===== config.mk =====
export PLATFORM = sky130hd
export DESIGN_NAME = fetch_queue
export DESIGN_NICKNAME = d
export VERILOG_FILES = /design/src/rtl/fetch_queue_pkg.sv /design/src/rtl/fetch_queue_mem.sv /design/src/rtl/fetch_queue.sv
export SDC_FILE = /design/constraint.sdc
export NUM_CORES = 1
export LEC_CHECK = 0
export CAP_MARGIN = 20
export CORE_UTILIZATION = 34
export CTS_BUF_LIST = sky130_fd_sc_hd__clkbuf_16
export CTS_CLUSTER_SIZE = 8
export DETAILED_ROUTE_END_ITERATION = 12
export PLACE_DENSITY = 0.58
export SYNTH_ARGS = -nofsm -noshare
export SYNTH_HDL_FRONTEND = slang
export SYNTH_SLANG_ARGS = --single-unit

===== constraint.sdc =====
create_clock -name clk -period 6.4 [get_ports clk]
set_input_delay 0.64 -clock clk [delete_from_list [all_inputs] [get_ports clk]]
set_output_delay 0.64 -clock clk [all_outputs]
set_load 0.05 [all_outputs]

===== src/rtl/fetch_queue_pkg.sv =====
// Shared definitions for the instruction fetch queue: default depth,
// entry width and the {pc, instr} entry layout.
package fetch_queue_pkg;

    localparam int FQ_DEPTH_DEFAULT = 4;
    localparam int FQ_ENTRY_W       = 64;

    // One queued fetch result; pc occupies the upper half.
    typedef struct packed {
        logic [31:0] pc;
        logic [31:0] instr;
    } fq_entry_t;

endpackage


===== src/rtl/fetch_queue_mem.sv =====
// Entry storage for the fetch queue: DEPTH x 64 bits, one synchronous
// write port and one asynchronous read port. Contents are never reset;
// the control logic masks the read data whenever the queue is empty.
module fetch_queue_mem
    import fetch_queue_pkg::*;
#(
    parameter int DEPTH = FQ_DEPTH_DEFAULT,
    parameter int AW    = $clog2(DEPTH)
) (
    input  logic          clk,
    input  logic          we,
    input  logic [AW-1:0] waddr,
    input  fq_entry_t     wdata,
    input  logic [AW-1:0] raddr,
    output fq_entry_t     rdata
);

    fq_entry_t mem [DEPTH];

    // Write the incoming entry into its slot on an accepted push.
    always_ff @(posedge clk) begin
        if (we) begin
            mem[waddr] <= wdata;
        end
    end

    assign rdata = mem[raddr];

endmodule


===== src/rtl/fetch_queue.sv =====
// Instruction fetch queue between fetch and decode. Holds up to DEPTH
// {pc, instr} pairs in FIFO order. Pointers and count are registered, so
// in_ready and out_valid never depend combinationally on the opposite side.
// A flush (branch redirect) empties the queue and overrides push/pop.
module fetch_queue
    import fetch_queue_pkg::*;
#(
    parameter int DEPTH = FQ_DEPTH_DEFAULT,
    parameter int CW    = $clog2(DEPTH) + 1
) (
    input  logic          clk,
    input  logic          reset,
    input  logic          in_valid,
    input  logic [31:0]   in_pc,
    input  logic [31:0]   in_instr,
    output logic          in_ready,
    output logic          out_valid,
    output logic [31:0]   out_pc,
    output logic [31:0]   out_instr,
    input  logic          out_ready,
    input  logic          flush,
    output logic [CW-1:0] count
);

    localparam int AW = $clog2(DEPTH);

    logic [AW-1:0] rd_ptr;
    logic [AW-1:0] wr_ptr;
    logic          push;
    logic          pop;
    fq_entry_t     wr_entry;
    fq_entry_t     rd_entry;

    // Handshakes derive only from registered count, so a full queue
    // rejects a push even when decode pops on the same edge.
    assign in_ready  = (count != CW'(DEPTH));
    assign out_valid = (count != '0);
    assign push      = in_valid  & in_ready  & ~flush;
    assign pop       = out_valid & out_ready & ~flush;

    assign wr_entry.pc    = in_pc;
    assign wr_entry.instr = in_instr;

    fetch_queue_mem #(
        .DEPTH (DEPTH),
        .AW    (AW)
    ) u_mem (
        .clk   (clk),
        .we    (push),
        .waddr (wr_ptr),
        .wdata (wr_entry),
        .raddr (rd_ptr),
        .rdata (rd_entry)
    );

    // Stale storage is hidden whenever there is no valid head entry.
    assign out_pc    = out_valid ? rd_entry.pc    : 32'h0000_0000;
    assign out_instr = out_valid ? rd_entry.instr : 32'h0000_0000;

    // Pointer and occupancy tracking; pointers wrap naturally at DEPTH.
    always_ff @(posedge clk or negedge reset) begin
        if (!reset) begin
            rd_ptr <= '0;
            wr_ptr <= '0;
            count  <= '0;
        end else if (flush) begin
            rd_ptr <= '0;
            wr_ptr <= '0;
            count  <= '0;
        end else begin
            if (push) begin
                wr_ptr <= wr_ptr + 1'b1;
            end
            if (pop) begin
                rd_ptr <= rd_ptr + 1'b1;
            end
            case ({push, pop})
                2'b10:   count <= count + 1'b1;
                2'b01:   count <= count - 1'b1;
                default: count <= count;
            endcase
        end
    end

endmodule


== Yosys cells after proc, flatten, opt, wreduce, memory -nomap -nowiden ==
Memories as Yosys holds them, arrays and structs flattened.
Index checks and enable logic that the tools add are counted.
Cells by class
  bitwise gates (word level): 5
  muxes and demuxes: 10
  reductions and logical operators: 4
  equal/unequal tests: 3
  add/subtract/negate cells: 4
Operator list (number)
  $mux W32: 2
  $mux W2: 4
  $pmux W3 S2: 1
  $reduce_bool A3 Y1: 2
  $add A2 B1 Y2 const B: 2
  $and A1 B1 Y1: 4
  $reduce_bool A2 Y1: 2
  $add A3 B1 Y3 const B: 1
  $mux W3: 1
  $ne A3 B3 Y1 const B: 1
  $sub A3 B1 Y3 const B: 1
  $eq A2 B1 Y1 const B: 1
  $eq A2 B2 Y1 const B: 1
  $mux W1: 2
  $not A1 Y1: 1
Storage, ports and cells
  output and inout bits: 69
  RAM bits: 256
  input port bits: 69
  logic and storage cells: 30
  memories: 1
  register bits after elaboration: 7
Memories
  u_mem.mem: depth 4, width 64, rd ports 1, clocked after Yosys merged registers in 0, wr ports 1, RTL line fetch_queue_mem.sv:18  | fq_entry_t mem [DEPTH];

== Longest topological paths before layout ==
  depth in word-level cells: 6
  depth in mapped cells: 8
  depth with buffers taken out: 7

== By module ==
Synthesis repeated with hierarchy kept, for this count alone.
Unflattened totals
  cells, all modules: 463
  area total of the unflattened synthesis: 10302.4 um^2
Modules (own cells, without submodules)
  fetch_queue_mem: instances 1, area each 9341.5 um^2, seq. area each 7687.4 um^2, cells each 338
  fetch_queue: instances 1, area each 960.9 um^2, seq. area each 175.2 um^2, cells each 125

== Least setup slack after synthesis ==
OpenSTA, ideal clock, no wires.
  path kind: reg-to-reg
  start point: reg count[1]
  end point: mem u_mem.mem[0][0] (netlist name) (enable)
  clock period less this slack: 3.586 ns
  cell stages (with the launch flop): 5
  data arrival time: 3.157 ns
  setup slack: 2.814 ns
  setup time: 0.429 ns
  path buffers: 1
  data required time: 5.971 ns
  path through: dfrtp_1 buf_2 or3b_1 and3b_1 and2_1
Between the ends
  cells in the longest elaborated chain, start to end: 5
Ends and longest elaborated chain
  start: declaration: RTL line fetch_queue.sv:22  | output logic [CW-1:0] count
  start signal: assignment: RTL line fetch_queue.sv:78  | 2'b10: count <= count + 1'b1;
  start signal: assignment: RTL line fetch_queue.sv:79  | 2'b01: count <= count - 1'b1;
  start signal: assignment: RTL line fetch_queue.sv:80  | default: count <= count;
  $ne A3 B3 Y1: RTL line fetch_queue.sv:36  | assign in_ready = (count != CW'(DEPTH));
  named net in_ready: RTL line fetch_queue.sv:16  | output logic in_ready,
  $and A1 B1 Y1 (2 in a row): RTL line fetch_queue.sv:38  | assign push = in_valid & in_ready & ~flush;
  $mux W1: RTL line fetch_queue_mem.sv:22  | if (we) begin
  $mux W1 (not written as such): RTL line fetch_queue_mem.sv:23  | mem[waddr] <= wdata;
  end: declaration: RTL line fetch_queue_mem.sv:18
The timed path passes the listed nets, and every way through them passes these cells.

== Worst setup path after layout ==
  start point: reg rd_ptr[0]
  end point: out out_pc[31]
Between the ends
  cells in the longest elaborated chain, start to end: 2
Ends and longest elaborated chain
  start: declaration: RTL line fetch_queue.sv:27  | logic [AW-1:0] rd_ptr;
  start signal: assignment: RTL line fetch_queue.sv:75  | rd_ptr <= rd_ptr + 1'b1;
  $mem_v2 Z4 W64
  $mux W32: RTL line fetch_queue.sv:57  | assign out_pc = out_valid ? rd_entry.pc : 32'h0000_0000;
  end: declaration: RTL line fetch_queue.sv:18  | output logic [31:0] out_pc,
Every way passes these cells.

==> metrics.cfg <==
[power_and_ir_drop]
p_leak_nw=4.16
ir_worst_vdd_v=0.000230
p_seq_share_pct=43.7
power.switching_mw=1.22
internal_power_mw=3.39
swShare_pct=26.4
pwr-share-clk_pct=38.7
power_density_mw_per_mm2=353
p_comb_share_pct=17.6

[logic_synthesis]
yosysTopAreaCell=edfxtp_1
ys_seq_area_share_pct=76.8
synth_cell_types=32
synth.area.top_cells=edfxtp_1 75%, mux4_2 14%, and2_1 4.2%
syn_nets=547
ys_ff_latch=263
avgSynthCellArea_sq_um=21.6
synthesis.instances=473
synth_area_sq_mm=0.0102
yosysTopAreaCellShare_pct=75.1
yosysWarnings=0

[global_route]
gr-usage-met3_pct=3.25
grtUsageMet2_pct=22.2
antenna_found_initial=0
grt_pass1_wl_microns=31100
grt_max_degree=69
grt_use_met1_pct=17.3
grt_pass1_vias=5443
grt_usage_pct=13.4
grt-ovfl-total=0
gr-max-usage-layer=met2

[worst_setup_path]
slowest_delay_ns=0.97
crit_slowest_cell=dfrtp_4
crit_required_ns=5.76
worst_setup_path_end_kind=output port
path_delay_family=buffers and inverters
path_cells=buf_4 -> mux4_2 -> and2_1 -> clkdlybuf4s50_1
path_max_fanout=40
cp.depth=4
worst_setup_path_start_kind=register
r2r.worst_path.cells=5
cp_num_buf_inv=2
crit_type=register to output port
critPathArrivalTime_ns=3.61

[cts]
numCtsBuffers=39
clkSinkCount=263
h-tree-depth=2
cts_buffer_depth=3
cts_tree=done
cts-root-buf=clkbuf_16
cts.repair.resized=0
hold_buffers=0
clk_pin_slew_worst_paths_ns=0.06
postCtsSetupBuffers=0
clk_latency_ns=0.52

[routing]
route.detailed.drc=0
routed_wl_microns=20200
ant_nets=0
first_iter_violations=352
wl_per_cell_microns=19.6
vias_per_cell=4.88
vias=5021
first_pass_iters=4

[floorplanning]
rows=63
dieArea_sq_mm=0.0308
die_h_microns=175
core_area_sq_mm=0.0296
initial_utilization_pct=34.5
ios=138
die_w_microns=175

[sta]
min_period_ns=4.25
worst_pin_slew_ns=1.06
hold_viol_final=0
fmaxAchievable_ghz=0.235
finalCritPeriodShare_pct=66.4
skew_ns=0.0240
relSlewSlack_pct=29.1
fin_tns_setup_ns=0
maxSlewViolCount=0
rsz0062_at_grt=no
finalSetupViolCount=0

[job]
drv_cap=0

[hold_path]
hold_path_class=primary input to asynchronous set/reset pin

[run_status]
outcome=completed

[final_layout]
layout-drive-gt1-share_pct=18.2
layout_common_cells=256 x edfxtp_1, 137 x clkdlybuf4s50_1, 64 x mux4_2, 64 x and2_1, 40 x clkbuf_16
fin_nets=701
synthToLayoutAreaGrowth_pct=27.6
final_util_pct=44.0
final_common_cell=edfxtp_1
num-fill-cells=2549

[placed_design]
place_congestion=0.665
dpl.hpwl_microns=10800
port-buffer-count=137

==> cells by family (layout without fill, tap and decap cells) <==
kind of cell             after synthesis  count (layout)  synth area share [%]
AND/OR/NAND/NOR                       94              94                  5.49
buffers and inverters                 29             194                  1.69
multiplexers                          64              64                  14.1
other                                  0               1                     0
adder cells (fa/ha/maj)                5               5                 0.685
AO/OA/AOI/OAI                         14              14                 0.880
XOR/XNOR                               4               4                 0.342
flip-flops                           263             263                  76.8
==> sequential cells by signal, indices dropped and copies added (netlist names) <==
register,flops
u_mem.mem,256
count,3
rd_ptr,2
wr_ptr,2
==> layout make-up <==
| class | count | area (sq um) | share of cell area, % |
|---|---|---|---|
| antenna | 1 | 2.50 | 0.0192 |
| tap | 390 | 488 | 3.74 |
| clock buffer | 40 | 1000 | 7.67 |
| sequential | 263 | 7870 | 60.3 |
| timing repair buffer | 139 | 1410 | 10.8 |
| clock inverter | 12 | 67.6 | 0.518 |
| inverter | 3 | 11.3 | 0.0863 |
| multi-input combinational | 181 | 2210 | 16.9 |
==> per-layer routing <==
metal / share of wire (%) / vias to the layer above / wire [microns]
li1: - / 2206 / -
met1: 42 / 2623 / 8520
met2: 50 / 148 / 10100
met3: 5.6 / 44 / 1130
met4: 2.2 / 0 / 441
met5: 0 / - / 0
==> per-stage QoR <==
step	cells	worst slack [ns]	power, mW	instance area [sq um]	hold WS, ns
2_1_floorplan	473	2.81	2.59	10200	0.344
4_1_cts	1027	2.01	4.67	13000	0.391
5_1_grt	1028	1.86	4.77	13100	0.404
3_3_place_gp	975	2.59	2.86	12000	0.550
3_5_place_dp	975	2.57	2.87	12000	0.590
6_report	1029	2.15	4.61	13100	0.402
==> worst paths after layout <==
path	from	to	slack [ns]
worst max-delay path	rd_ptr[0]	out_pc[31]	2.15
worst min-delay path	reset	count[2]	0.40
worst max register to register	count[0]	count[1]	3.75
worst min register to register	wr_ptr[1]	wr_ptr[1]	0.59
max in group asynchronous	reset	rd_ptr[0]	5.69
min in group clk	wr_ptr[1]	wr_ptr[1]	0.59
==> worst register-to-register path: stages (launching register included) <==
cell and delay, ns:
dfrtp_1 0.52, or3_4 0.72, nor3b_1 0.27, fa_1 0.53, o22ai_1 0.09, a2111oi_0 0.39
==> cells in the mapped netlist <==
cell	instances
buf_4	2
clkbuf_1	8
or3_4	1
mux4_2	64
nand3_1	4
o22ai_1	2
nand3b_1	1
nor2_1	6
a2111oi_0	2
ha_1	4
dfrtp_1	7
clkbuf_2	1
and3b_1	1
a21o_1	1
xor2_1	3
inv_1	3
buf_6	6
a31oi_1	1
o211ai_1	1
o21ai_0	2
buf_2	8
nand2b_1	2
or3b_1	1
edfxtp_1	256
fa_1	1
xnor2_1	1
and2_1	68
a32oi_1	1
buf_1	1
a21oi_1	4
nor3b_1	2
nand2_1	8
==> power by group through the flow <==
stage	Combinational (mW)	Clock [mW]	Sequential [mW]
6_report	0.811	1.78	2.01
2_1_floorplan	0.577	0	2.01
4_1_cts	0.827	1.82	2.02
3_3_place_gp	0.814	0	2.04
5_1_grt	0.858	1.89	2.02
3_5_place_dp	0.823	0	2.05
Power figures use the tool's default switching activity.
